<file path="src/rtl/axis_pkg.sv">
// Shared types and sizing helpers for the byte-to-word AXI-Stream packer.
package axis_pkg;

  typedef enum logic {
    IDLE    = 1'b0,
    COLLECT = 1'b1
  } state_e;

  // Number of input lanes that make up one output word.
  function automatic int unsigned lanes(input int unsigned data_width,
                                        input int unsigned in_width);
    return data_width / in_width;
  endfunction

  // Width of a lane index; a single-lane word still needs one bit.
  function automatic int unsigned lane_idx_width(input int unsigned n_lanes);
    return (n_lanes > 1) ? $clog2(n_lanes) : 1;
  endfunction

endpackage

</file>
<file path="src/rtl/axis_byte_packer_if.sv">
// Byte-in / word-out stream bundle for axis_byte_packer.
interface axis_byte_packer_if #(
  parameter int unsigned IN_WIDTH   = 8,
  parameter int unsigned DATA_WIDTH = 32
) ();

  localparam int unsigned STRB_WIDTH = DATA_WIDTH / 8;

  logic [IN_WIDTH-1:0]   s00_axis_tdata;
  logic                  s00_axis_tvalid;
  logic                  s00_axis_tlast;
  logic                  s00_axis_tready;

  logic [DATA_WIDTH-1:0] m00_axis_tdata;
  logic [STRB_WIDTH-1:0] m00_axis_tstrb;
  logic                  m00_axis_tvalid;
  logic                  m00_axis_tlast;
  logic                  m00_axis_tready;

  // Packer side: sinks the byte stream, sources the word stream.
  modport slave (
    input  s00_axis_tdata, s00_axis_tvalid, s00_axis_tlast,
    output s00_axis_tready,
    output m00_axis_tdata, m00_axis_tstrb, m00_axis_tvalid, m00_axis_tlast,
    input  m00_axis_tready
  );

  // Environment side: sources bytes, sinks words.
  modport master (
    output s00_axis_tdata, s00_axis_tvalid, s00_axis_tlast,
    input  s00_axis_tready,
    input  m00_axis_tdata, m00_axis_tstrb, m00_axis_tvalid, m00_axis_tlast,
    output m00_axis_tready
  );

endinterface

</file>
<file path="src/rtl/axis_hold_reg.sv">
// One-deep output register: loaded payload is held until the consumer accepts it.
module axis_hold_reg #(
  parameter int unsigned WIDTH = 8
) (
  input  logic             clk,
  input  logic             rst_n,
  input  logic             load,
  input  logic [WIDTH-1:0] load_data,
  input  logic             out_ready,
  output logic             out_valid,
  output logic [WIDTH-1:0] out_data,
  output logic             ready_for_load
);

  // A new load is safe when the slot is empty or is draining on this edge.
  assign ready_for_load = !out_valid || out_ready;

  always_ff @(posedge clk or negedge rst_n) begin
    if (!rst_n) begin
      out_valid <= 1'b0;
      out_data  <= '0;
    end else if (load) begin
      out_valid <= 1'b1;
      out_data  <= load_data;
    end else if (out_ready) begin
      out_valid <= 1'b0;
    end
  end

endmodule

</file>
<file path="src/rtl/axis_byte_packer.sv">
// Packs a byte-wide AXI-Stream little-endian into words with tstrb, tlast
// generation and a per-packet word cap.
module axis_byte_packer
  import axis_pkg::*;
#(
  parameter int unsigned DATA_WIDTH    = 32,
  parameter int unsigned IN_WIDTH      = 8,
  parameter int unsigned MAX_PKT_WORDS = 256,
  parameter int unsigned CNT_WIDTH     = 16
) (
  input  logic                 s00_axis_aclk,
  input  logic                 s00_axis_aresetn,
  axis_byte_packer_if.slave    axis,
  output logic [CNT_WIDTH-1:0] pkt_count,
  output logic                 forced_last
);

  localparam int unsigned LANES  = lanes(DATA_WIDTH, IN_WIDTH);
  localparam int unsigned LIDX_W = lane_idx_width(LANES);
  localparam int unsigned STRB_W = DATA_WIDTH / 8;
  localparam int unsigned BPL    = IN_WIDTH / 8;
  localparam int unsigned WCNT_W = $clog2(MAX_PKT_WORDS + 1);
  localparam int unsigned HOLD_W = 1 + STRB_W + DATA_WIDTH;

  state_e                state_q, state_d;
  logic [LIDX_W-1:0]     lane_q, lane_d;
  logic [DATA_WIDTH-1:0] acc_data_q, acc_data_d, word_data;
  logic [STRB_W-1:0]     acc_strb_q, acc_strb_d, word_strb;
  logic [WCNT_W-1:0]     wcnt_q, wcnt_d;
  logic                  ready_en_q;
  logic                  ready_for_load;
  logic                  s_fire, m_fire;
  logic                  word_done, cap_hit, word_last, load, forced_d;
  logic [HOLD_W-1:0]     load_word, hold_data;

  assign axis.s00_axis_tready = ready_en_q & ready_for_load;
  assign s_fire = axis.s00_axis_tvalid & axis.s00_axis_tready;
  assign m_fire = axis.m00_axis_tvalid & axis.m00_axis_tready;

  // Lane merge, word completion, tlast/cap decision and packet FSM.
  always_comb begin
    state_d    = state_q;
    lane_d     = lane_q;
    acc_data_d = acc_data_q;
    acc_strb_d = acc_strb_q;
    wcnt_d     = wcnt_q;
    word_data  = acc_data_q;
    word_strb  = acc_strb_q;
    word_done  = 1'b0;
    word_last  = 1'b0;
    load       = 1'b0;
    forced_d   = 1'b0;
    cap_hit    = (wcnt_q == WCNT_W'(MAX_PKT_WORDS - 1));

    if (s_fire) begin
      for (int unsigned i = 0; i < LANES; i++) begin
        if (lane_q == LIDX_W'(i)) begin
          word_data[i*IN_WIDTH +: IN_WIDTH] = axis.s00_axis_tdata;
          word_strb[i*BPL +: BPL]           = '1;
        end
      end
      word_done = (lane_q == LIDX_W'(LANES - 1)) || axis.s00_axis_tlast;

      if (word_done) begin
        load       = 1'b1;
        word_last  = axis.s00_axis_tlast || cap_hit;
        forced_d   = !axis.s00_axis_tlast && cap_hit;
        acc_data_d = '0;
        acc_strb_d = '0;
        lane_d     = '0;
        wcnt_d     = word_last ? '0 : wcnt_q + WCNT_W'(1);
      end else begin
        acc_data_d = word_data;
        acc_strb_d = word_strb;
        lane_d     = lane_q + LIDX_W'(1);
      end
    end

    case (state_q)
      IDLE: begin
        if (s_fire) state_d = (load && word_last) ? IDLE : COLLECT;
      end
      COLLECT: begin
        if (load && word_last) state_d = IDLE;
      end
    endcase
  end

  assign load_word = {word_last, word_strb, word_data};

  always_ff @(posedge s00_axis_aclk or negedge s00_axis_aresetn) begin
    if (!s00_axis_aresetn) begin
      state_q     <= IDLE;
      lane_q      <= '0;
      acc_data_q  <= '0;
      acc_strb_q  <= '0;
      wcnt_q      <= '0;
      ready_en_q  <= 1'b0;
      forced_last <= 1'b0;
      pkt_count   <= '0;
    end else begin
      state_q     <= state_d;
      lane_q      <= lane_d;
      acc_data_q  <= acc_data_d;
      acc_strb_q  <= acc_strb_d;
      wcnt_q      <= wcnt_d;
      ready_en_q  <= 1'b1;
      forced_last <= forced_d;
      if (m_fire && axis.m00_axis_tlast) pkt_count <= pkt_count + CNT_WIDTH'(1);
    end
  end

  axis_hold_reg #(
    .WIDTH (HOLD_W)
  ) u_hold (
    .clk            (s00_axis_aclk),
    .rst_n          (s00_axis_aresetn),
    .load           (load),
    .load_data      (load_word),
    .out_ready      (axis.m00_axis_tready),
    .out_valid      (axis.m00_axis_tvalid),
    .out_data       (hold_data),
    .ready_for_load (ready_for_load)
  );

  assign axis.m00_axis_tlast = hold_data[HOLD_W-1];
  assign axis.m00_axis_tstrb = hold_data[DATA_WIDTH +: STRB_W];
  assign axis.m00_axis_tdata = hold_data[DATA_WIDTH-1:0];

endmodule

</file>
<file path="src/flat_wrapper.sv">
// flat-port wrapper written by rule: the top's interface ports become plain ports
module axis_byte_packer_flat import axis_pkg::*;
#(
  parameter int unsigned DATA_WIDTH    = 32,
  parameter int unsigned IN_WIDTH      = 8,
  parameter int unsigned MAX_PKT_WORDS = 256,
  parameter int unsigned CNT_WIDTH     = 16
)
  (s00_axis_aclk, s00_axis_aresetn, pkt_count, forced_last, axis_s00_axis_tdata, axis_s00_axis_tvalid, axis_s00_axis_tlast, axis_s00_axis_tready, axis_m00_axis_tdata, axis_m00_axis_tstrb, axis_m00_axis_tvalid, axis_m00_axis_tlast, axis_m00_axis_tready);
  axis_byte_packer_if #(.IN_WIDTH(IN_WIDTH), .DATA_WIDTH(DATA_WIDTH)) axis_i ();
  input  logic s00_axis_aclk;
  input  logic s00_axis_aresetn;
  output logic [CNT_WIDTH-1:0] pkt_count;
  output logic forced_last;
  input wire logic [$bits(axis_i.s00_axis_tdata)-1:0] axis_s00_axis_tdata;
  input wire logic [$bits(axis_i.s00_axis_tvalid)-1:0] axis_s00_axis_tvalid;
  input wire logic [$bits(axis_i.s00_axis_tlast)-1:0] axis_s00_axis_tlast;
  output wire logic [$bits(axis_i.s00_axis_tready)-1:0] axis_s00_axis_tready;
  output wire logic [$bits(axis_i.m00_axis_tdata)-1:0] axis_m00_axis_tdata;
  output wire logic [$bits(axis_i.m00_axis_tstrb)-1:0] axis_m00_axis_tstrb;
  output wire logic [$bits(axis_i.m00_axis_tvalid)-1:0] axis_m00_axis_tvalid;
  output wire logic [$bits(axis_i.m00_axis_tlast)-1:0] axis_m00_axis_tlast;
  input wire logic [$bits(axis_i.m00_axis_tready)-1:0] axis_m00_axis_tready;
  assign axis_i.s00_axis_tdata = axis_s00_axis_tdata;
  assign axis_i.s00_axis_tvalid = axis_s00_axis_tvalid;
  assign axis_i.s00_axis_tlast = axis_s00_axis_tlast;
  assign axis_s00_axis_tready = axis_i.s00_axis_tready;
  assign axis_m00_axis_tdata = axis_i.m00_axis_tdata;
  assign axis_m00_axis_tstrb = axis_i.m00_axis_tstrb;
  assign axis_m00_axis_tvalid = axis_i.m00_axis_tvalid;
  assign axis_m00_axis_tlast = axis_i.m00_axis_tlast;
  assign axis_i.m00_axis_tready = axis_m00_axis_tready;
  axis_byte_packer #(.DATA_WIDTH(DATA_WIDTH), .IN_WIDTH(IN_WIDTH), .MAX_PKT_WORDS(MAX_PKT_WORDS), .CNT_WIDTH(CNT_WIDTH)) u_core (.s00_axis_aclk(s00_axis_aclk), .s00_axis_aresetn(s00_axis_aresetn), .axis(axis_i), .pkt_count(pkt_count), .forced_last(forced_last));
endmodule
</file>
<file path="config.mk">
export PLATFORM = sky130hd
export DESIGN_NAME = axis_byte_packer_flat
export DESIGN_NICKNAME = d
export VERILOG_FILES = /design/src/rtl/axis_pkg.sv /design/src/rtl/axis_byte_packer_if.sv /design/src/rtl/axis_hold_reg.sv /design/src/rtl/axis_byte_packer.sv /design/src/flat_wrapper.sv
export SDC_FILE = /design/constraint.sdc
export NUM_CORES = 1
export LEC_CHECK = 0
export CAP_MARGIN = 15
export CORE_MARGIN = 3
export CORE_UTILIZATION = 55
export CTS_CLUSTER_DIAMETER = 30
export DETAILED_ROUTE_END_ITERATION = 10
export GPL_TIMING_DRIVEN = 1
export PLACE_DENSITY = 0.8
export SETUP_SLACK_MARGIN = 0.05
export SYNTH_ARGS = -nofsm -noshare
export SYNTH_HDL_FRONTEND = slang
export SYNTH_SLANG_ARGS = --single-unit
</file>
<file path="constraint.sdc">
create_clock -name s00_axis_aclk -period 3.8 [get_ports s00_axis_aclk]
set_input_delay 1.14 -clock s00_axis_aclk [delete_from_list [all_inputs] [get_ports s00_axis_aclk]]
set_output_delay 1.14 -clock s00_axis_aclk [all_outputs]
set_load 0.005 [all_outputs]
</file>
==> reports/metrics.csv, run 1 <==
metric,value,unit
status,completed,
Seq cells post-synth,103,
Inst Count DP,567,
max-cap violations,0,
htree depth,3,
per-cell routed wire length,15.3,µm
# fillers,609,
Area Growth Syn to Fin,21.1,%
Hold Path Class,reg -> reg,
CP Capture Type,output port,
Die X,95.8,µm
hold depth,2,
Worst Setup Path Type,in -> out,
Mapped Area,4440,µm²
Syn Area/Cell,10.7,µm²
post-synthesis async set-or-reset flop share,100,%
Rel. slew slack,51.2,%
setup_tns,0,ps
Max Clock Skew,9.55,ps
first-pass GRT wire length,15.2,mm
Root Buffer Master,clkbuf_8,
antenna violations before repair,0,
clk slew on worst S/H paths,80,ps
number of global-route vias before repair,3188,
cts bufs inserted,9,
final setup violation count,0,
post-CTS resize count,0,
DRC viols,0,
Site Rows,32,
Least-Margin Pin Slew,731,ps
Pleak,2.51,nW
Synth Flop Type,dfrtp_1,
core box area,7770,µm²
Total Power,2.77,mW
post-DP HPWL,6.37,mm
CP arrival,2490,ps
Ant. Diodes,0,
period utilization,95.6,%
Final Hold Vio Count,0,
Post-Route WL,8.92,mm
pre-CTS setup slack,166,ps
largest net degree at the start of global routing,57,
DRT iter0 DRCs,172,
post-route ant nets,0,
hold_buf cts,0,
fraction of layout cells with a size suffix above 1,5.63,%
CP Launch Type,primary input,
FF-to-FF path depth,6,
post-route setup slack,169,ps
TritonCTS clock tree,yes,
Starting Density,57.1,%
Die Height,95.8,µm
Clock Sinks,103,
Post-synth EDFFs,0,
crit-path max FO,6,
library cells used by synthesis,39,
Syn. warnings,0,
Fmax achieved,275,MHz
GRT Overall Usage,21.3,%
Post-CTS Setup Bufs,0,
Worst-Skew Late Latency,360,ps
Mapped Cells,414,
peak supply drop,0.334,mV
# IOs,69,
unrepaired setup endpoints after global routing,false,
Power Dens Cells,516,nW/µm²
CTS max path bufs,2,
vias per inst,5.48,
Syn Nets,434,
Worst Path Required,2660,ps
vias,3190,
RePlAce Congestion,0.751,
"top cells by area, synth","dfrtp_1 58%, mux2i_1 8.6%, o21ai_0 4.7%, nand2_1 4.6%, nand3_1 2.8%",
Finished Layout Cells,582,
nets,496,
drt pass-1 iters,4,
input/output buffers,68,
sequential area share after synthesis,58.1,%
Final min period,3630,ps
Pins Over Slew Limit,0,
Overflow after GRT,0,
cell taking the most area after synthesis,dfrtp_1,
Synth top area share,58.1,%
die area,9180,µm²
## power breakdown
| group | leakage [nW] | total (mW) | switching, mW | internal, mW |
|---|---|---|---|---|
| combinational | 1.06 | 0.716 | 0.320 | 0.396 |
| clock | 0.0858 | 0.617 | 0.362 | 0.256 |
| sequential | 1.36 | 1.44 | 0.136 | 1.30 |
| total | 2.51 | 2.77 | 0.818 | 1.95 |
## logic make-up (layout without fill, tap and decap cells)
family / Yosys count / after routing / share of synthesized area [%]
multiplexers: 39 / 39 / 8.83
other: 1 / 1 / 0.0845
flip-flops: 103 / 103 / 58.1
AO/OA/AOI/OAI: 71 / 71 / 8.66
XOR/XNOR: 15 / 15 / 2.96
AND/OR/NAND/NOR: 148 / 148 / 16.4
adder cells (fa/ha/maj): 7 / 7 / 1.97
buffers and inverters: 30 / 96 / 2.99
## layout make-up
cell class	instances	area (µm²)	share of cell area [%]
clock buffers	11	141	2.63
clock inverters	4	30.0	0.559
inverters	8	30.0	0.559
multi-input cells	281	1730	32.1
flip-flops and latches	103	2580	48.0
well taps	102	128	2.38
repair buffers	73	741	13.8
## placed cells by master (no fill, tap or decap), types with 6 or more instances in the layout
master           Yosys  routed
clkdlybuf4s50_1      0      67
a21oi_1             18      18
nand2_1             54      54
nand3_1             25      25
nor2_1              28      28
ha_1                 7       7
and3_1               6       6
inv_1                8       8
o21ai_0             42      42
dfrtp_1            103     103
mux2i_1             38      38
and2_1              11      11
clkbuf_8             0      10
xor2_1               7       7
xnor2_1              8       8
nand4_1              6       6
## final timing paths
| check | start | end | slack (ps) |
|---|---|---|---|
| setup / recovery | axis_m00_axis_tready | axis_s00_axis_tready | 170 |
| hold / removal | u_core.u_hold.out_data[35] | u_core.u_hold.out_data[35] | 470 |
| setup reg to reg | u_core.lane_q[1] | u_core.u_hold.out_data[33] | 1420 |
| hold reg to reg | u_core.u_hold.out_data[35] | u_core.u_hold.out_data[35] | 470 |
| max in group asynchronous | s00_axis_aresetn | u_core.u_hold.out_data[18] | 2300 |
| min in group asynchronous | s00_axis_aresetn | u_core.wcnt_q[4] | 820 |
## cells in the mapped netlist, types with 7 or more instances
cell / count
o21ai_0: 42
xnor2_1: 8
nand2_1: 54
dfrtp_1: 103
xor2_1: 7
nor2_1: 28
ha_1: 7
buf_2: 13
nand3_1: 25
inv_1: 8
clkbuf_1: 7
mux2i_1: 38
and2_1: 11
a21oi_1: 18
## metrics by stage
stage               instance area [µm²]  hold WS [ps]  utilization (%)
floorplan                          4440           448                -
global placement                   5200           448             67.0
detailed placement                 5200           455             67.0
CTS                                5370           475             69.2
global route                       5370           501             69.2
finish                             5370           470             69.2
## per-layer routing
metal	vias up	track usage (%)	share of wire, %
met4	0	5.57	1.1
met3	11	5.47	4.8
met1	1585	27.8	44
met5	-	0	0
met2	71	35.4	50
li1	1523	-	-
## sequential cells by signal, indices dropped and copies added, names as in the netlist
| signal | cells |
|---|---|
| u_core.u_hold.out_data | 37 |
| u_core.acc_data_q | 32 |
| u_core.pkt_count | 16 |
| u_core.wcnt_q | 9 |
| u_core.acc_strb_q | 4 |
| u_core.lane_q | 2 |
| u_core.forced_last | 1 |
| u_core.ready_en_q | 1 |
| u_core.u_hold.out_valid | 1 |
## worst max-delay path, cell delays in order
cell	delay, ps
clkdlybuf4s50_1	550
nand2b_1	160
and2_1	140
clkdlybuf4s50_1	500
Note: power is estimated with default switching activity, not from simulation.
==> inputs of run 2 (changes only) <==
--- a/config.mk
+++ b/config.mk
@@ -13,6 +13,7 @@
 export GPL_TIMING_DRIVEN = 1
 export PLACE_DENSITY = 0.8
 export SETUP_SLACK_MARGIN = 0.05
+export SKIP_LAST_GASP = 1
 export SYNTH_ARGS = -nofsm -noshare
 export SYNTH_HDL_FRONTEND = slang
 export SYNTH_SLANG_ARGS = --single-unit
==> results of run 2 <==
Same layout as run 1: the final DEF is identical, and so are final timing and power.
==> inputs of run 3 (changes only) <==
--- a/config.mk
+++ b/config.mk
@@ -11,6 +11,7 @@
 export CTS_CLUSTER_DIAMETER = 30
 export DETAILED_ROUTE_END_ITERATION = 10
 export GPL_TIMING_DRIVEN = 1
+export MAX_ROUTING_LAYER = met4
 export PLACE_DENSITY = 0.8
 export SETUP_SLACK_MARGIN = 0.05
 export SKIP_LAST_GASP = 1
==> run 3 against run 2 <==
  * First-iteration DRC count increased by 12%
  * Worst hold slack hardly changed
  * Clock power about the same
  * Sequential cell count did not move
  * Combinational power barely moved
  * Via count down 0.34%
  * Critical endpoint unchanged
  * Total power barely moved
  * Non-clock buffer count unchanged
  * Clock skew about the same
  * Largest cell class unchanged
  * Setup slack about the same
==> reports/metrics.csv, run 3 (synthesis gave the netlist of run 1 again) <==
metric,value,unit,change
status,completed,,
Pins Over Slew Limit,0,,unchanged
Multi-input gate area,1730,µm²,unchanged
register with the most flip-flops,u_core.u_hold.out_data,,
Site Rows,32,,unchanged
Clock Sinks,103,,unchanged
Least-Margin Pin Slew,735,ps,+3.59 ps
Largest register FFs,37,,unchanged
CP arrival,2490,ps,about the same
Root Buffer Master,clkbuf_8,,
Overflow after GRT,0,,unchanged
DRT iter0 DRCs,193,,+12%
Worst R2R Start,u_core.lane_q[1],,
sequential cell area,2580,µm²,unchanged
Final min period,3630,ps,+0.0630 ps
vias per inst,5.46,,-0.34%
clk slew on worst S/H paths,80,ps,about the same
biggest regs,"u_core.u_hold.out_data x37, u_core.acc_data_q x32, u_core.pkt_count x16",,
max-cap violations,0,,unchanged
Starting Density,57.1,%,unchanged
Worst Path Required,2660,ps,about the same
post-route setup slack,169,ps,-0.0630 ps
Area Growth Syn to Fin,21.1,%,unchanged
pre-CTS setup slack,166,ps,unchanged
RePlAce Congestion,0.760,,+1.3%
# fillers,609,,unchanged
peak supply drop,0.333,mV,-0.44%
GRT Overall Usage,21.9,%,+0.62 points
Die Height,95.8,µm,unchanged
unrepaired setup endpoints after global routing,false,,
vias,3179,,-0.34%
TritonCTS clock tree,yes,,
period utilization,95.6,%,about the same
Sequential Power Share,51.9,%,about the same
sw frac,29.6,%,+0.071 points
largest net degree at the start of global routing,57,,unchanged
cts bufs inserted,9,,unchanged
clock power share,22.3,%,about the same
Final Hold Vio Count,0,,unchanged
Die X,95.8,µm,unchanged
FF-to-FF path depth,6,,unchanged
first-pass GRT wire length,15.2,mm,about the same
Power Dens Cells,516,nW/µm²,about the same
Worst-Skew Late Latency,360,ps,about the same
Layout Utilization,69.2,%,unchanged
CP Capture Type,output port,,
antenna violations before repair,0,,unchanged
Worst Setup SP,axis_m00_axis_tready,,
post-route ant nets,0,,unchanged
Max Clock Skew,9.50,ps,-0.0549 ps
setup_tns,0,ps,unchanged
CP endpoint,axis_s00_axis_tready,,
Fmax achieved,275,MHz,about the same
CTS max path bufs,2,,unchanged
Rel. slew slack,51.0,%,-0.24 points
fraction of layout cells with a size suffix above 1,5.63,%,unchanged
Worst Setup Path Type,in -> out,,
Ant. Diodes,0,,unchanged
nets,496,,unchanged
combinational share of power,25.8,%,about the same
"commonest non-fill, non-tap cells in the layout","103 x dfrtp_1, 67 x clkdlybuf4s50_1, 54 x nand2_1",,
Hold Path Class,reg -> reg,,
# IOs,69,,unchanged
Net Sw Power,820,µW,+0.34%
post-DP HPWL,6.37,mm,unchanged
Post-Route WL,8.96,mm,+0.47%
Pleak,2.51,nW,unchanged
drt pass-1 iters,4,,unchanged
R2R Setup Slk,1400,ps,-20 ps
die area,9180,µm²,unchanged
final setup violation count,0,,unchanged
post-CTS resize count,0,,unchanged
input/output buffers,68,,unchanged
reg2reg end,u_core.u_hold.out_data[33],,
number of global-route vias before repair,3194,,+0.19%
DRC viols,0,,unchanged
Post-CTS Setup Bufs,0,,unchanged
htree depth,3,,unchanged
hold depth,2,,unchanged
Pint,1.95,mW,about the same
core box area,7770,µm²,unchanged
crit-path max FO,6,,unchanged
hold_buf cts,0,,unchanged
per-cell routed wire length,15.4,µm,+0.47%
"most common cell after layout, fill and taps aside",dfrtp_1,,
CP Launch Type,primary input,,
## run 3: layout make-up
class / count / share of cell area [%]
multi-input cells: 281 / 32.1
clock inverters: 4 / 0.559
flip-flops and latches: 103 / 48.0
inverters: 8 / 0.559
clock buffers: 11 / 2.63
well taps: 102 / 2.38
repair buffers: 73 / 13.8
## run 3: through the flow
stage / hold slack [ps] / total power [mW] / cell area, µm² / std cells
after floorplan: 448 / 1.78 / 4440 / 414
after global placement: 448 / 2.15 / 5200 / 567
after detailed placement: 455 / 2.19 / 5200 / 567
after CTS: 475 / 2.81 / 5370 / 582
after global routing: 501 / 2.95 / 5370 / 582
final: 470 / 2.77 / 5370 / 582
## run 3: how the worst min path moves through the flow
stage | slack, ps | to | start
2_1_floorplan | 450 | u_core.acc_strb_q[3] | u_core.acc_strb_q[3]
3_3_place_gp | 450 | u_core.u_hold.out_data[32] | u_core.u_hold.out_data[32]
3_5_place_dp | 460 | u_core.u_hold.out_data[33] | u_core.u_hold.out_data[33]
4_1_cts | 470 | u_core.u_hold.out_data[35] | u_core.u_hold.out_data[35]
5_1_grt | 500 | u_core.u_hold.out_data[33] | u_core.u_hold.out_data[33]
6_report | 470 | u_core.u_hold.out_data[35] | u_core.u_hold.out_data[35]
## run 3: layer usage
metal / share of wire, % / wire (µm) / up-vias / global-route usage, %
li1: - / - / 1528 / -
met1: 45 / 4040 / 1565 / 27.9
met2: 50 / 4450 / 72 / 35.5
met3: 4.1 / 370 / 14 / 4.77
met4: 1.2 / 104 / 0 / 6.28
met5: 0 / 0 / - / -
## run 3: critical path: stages
cell and delay (ps):
clkdlybuf4s50_1 550, nand2b_1 160, and2_1 140, clkdlybuf4s50_1 500
## run 3: power by group through the flow
| stage | sequential (mW) | combinational (mW) | clock (mW) |
|---|---|---|---|
| after global placement | 1.45 | 0.702 | 0 |
| after global routing | 1.47 | 0.803 | 0.675 |
| after CTS | 1.44 | 0.729 | 0.637 |
| after floorplan | 1.45 | 0.331 | 0 |
| after detailed placement | 1.46 | 0.725 | 0 |
| final | 1.44 | 0.717 | 0.619 |
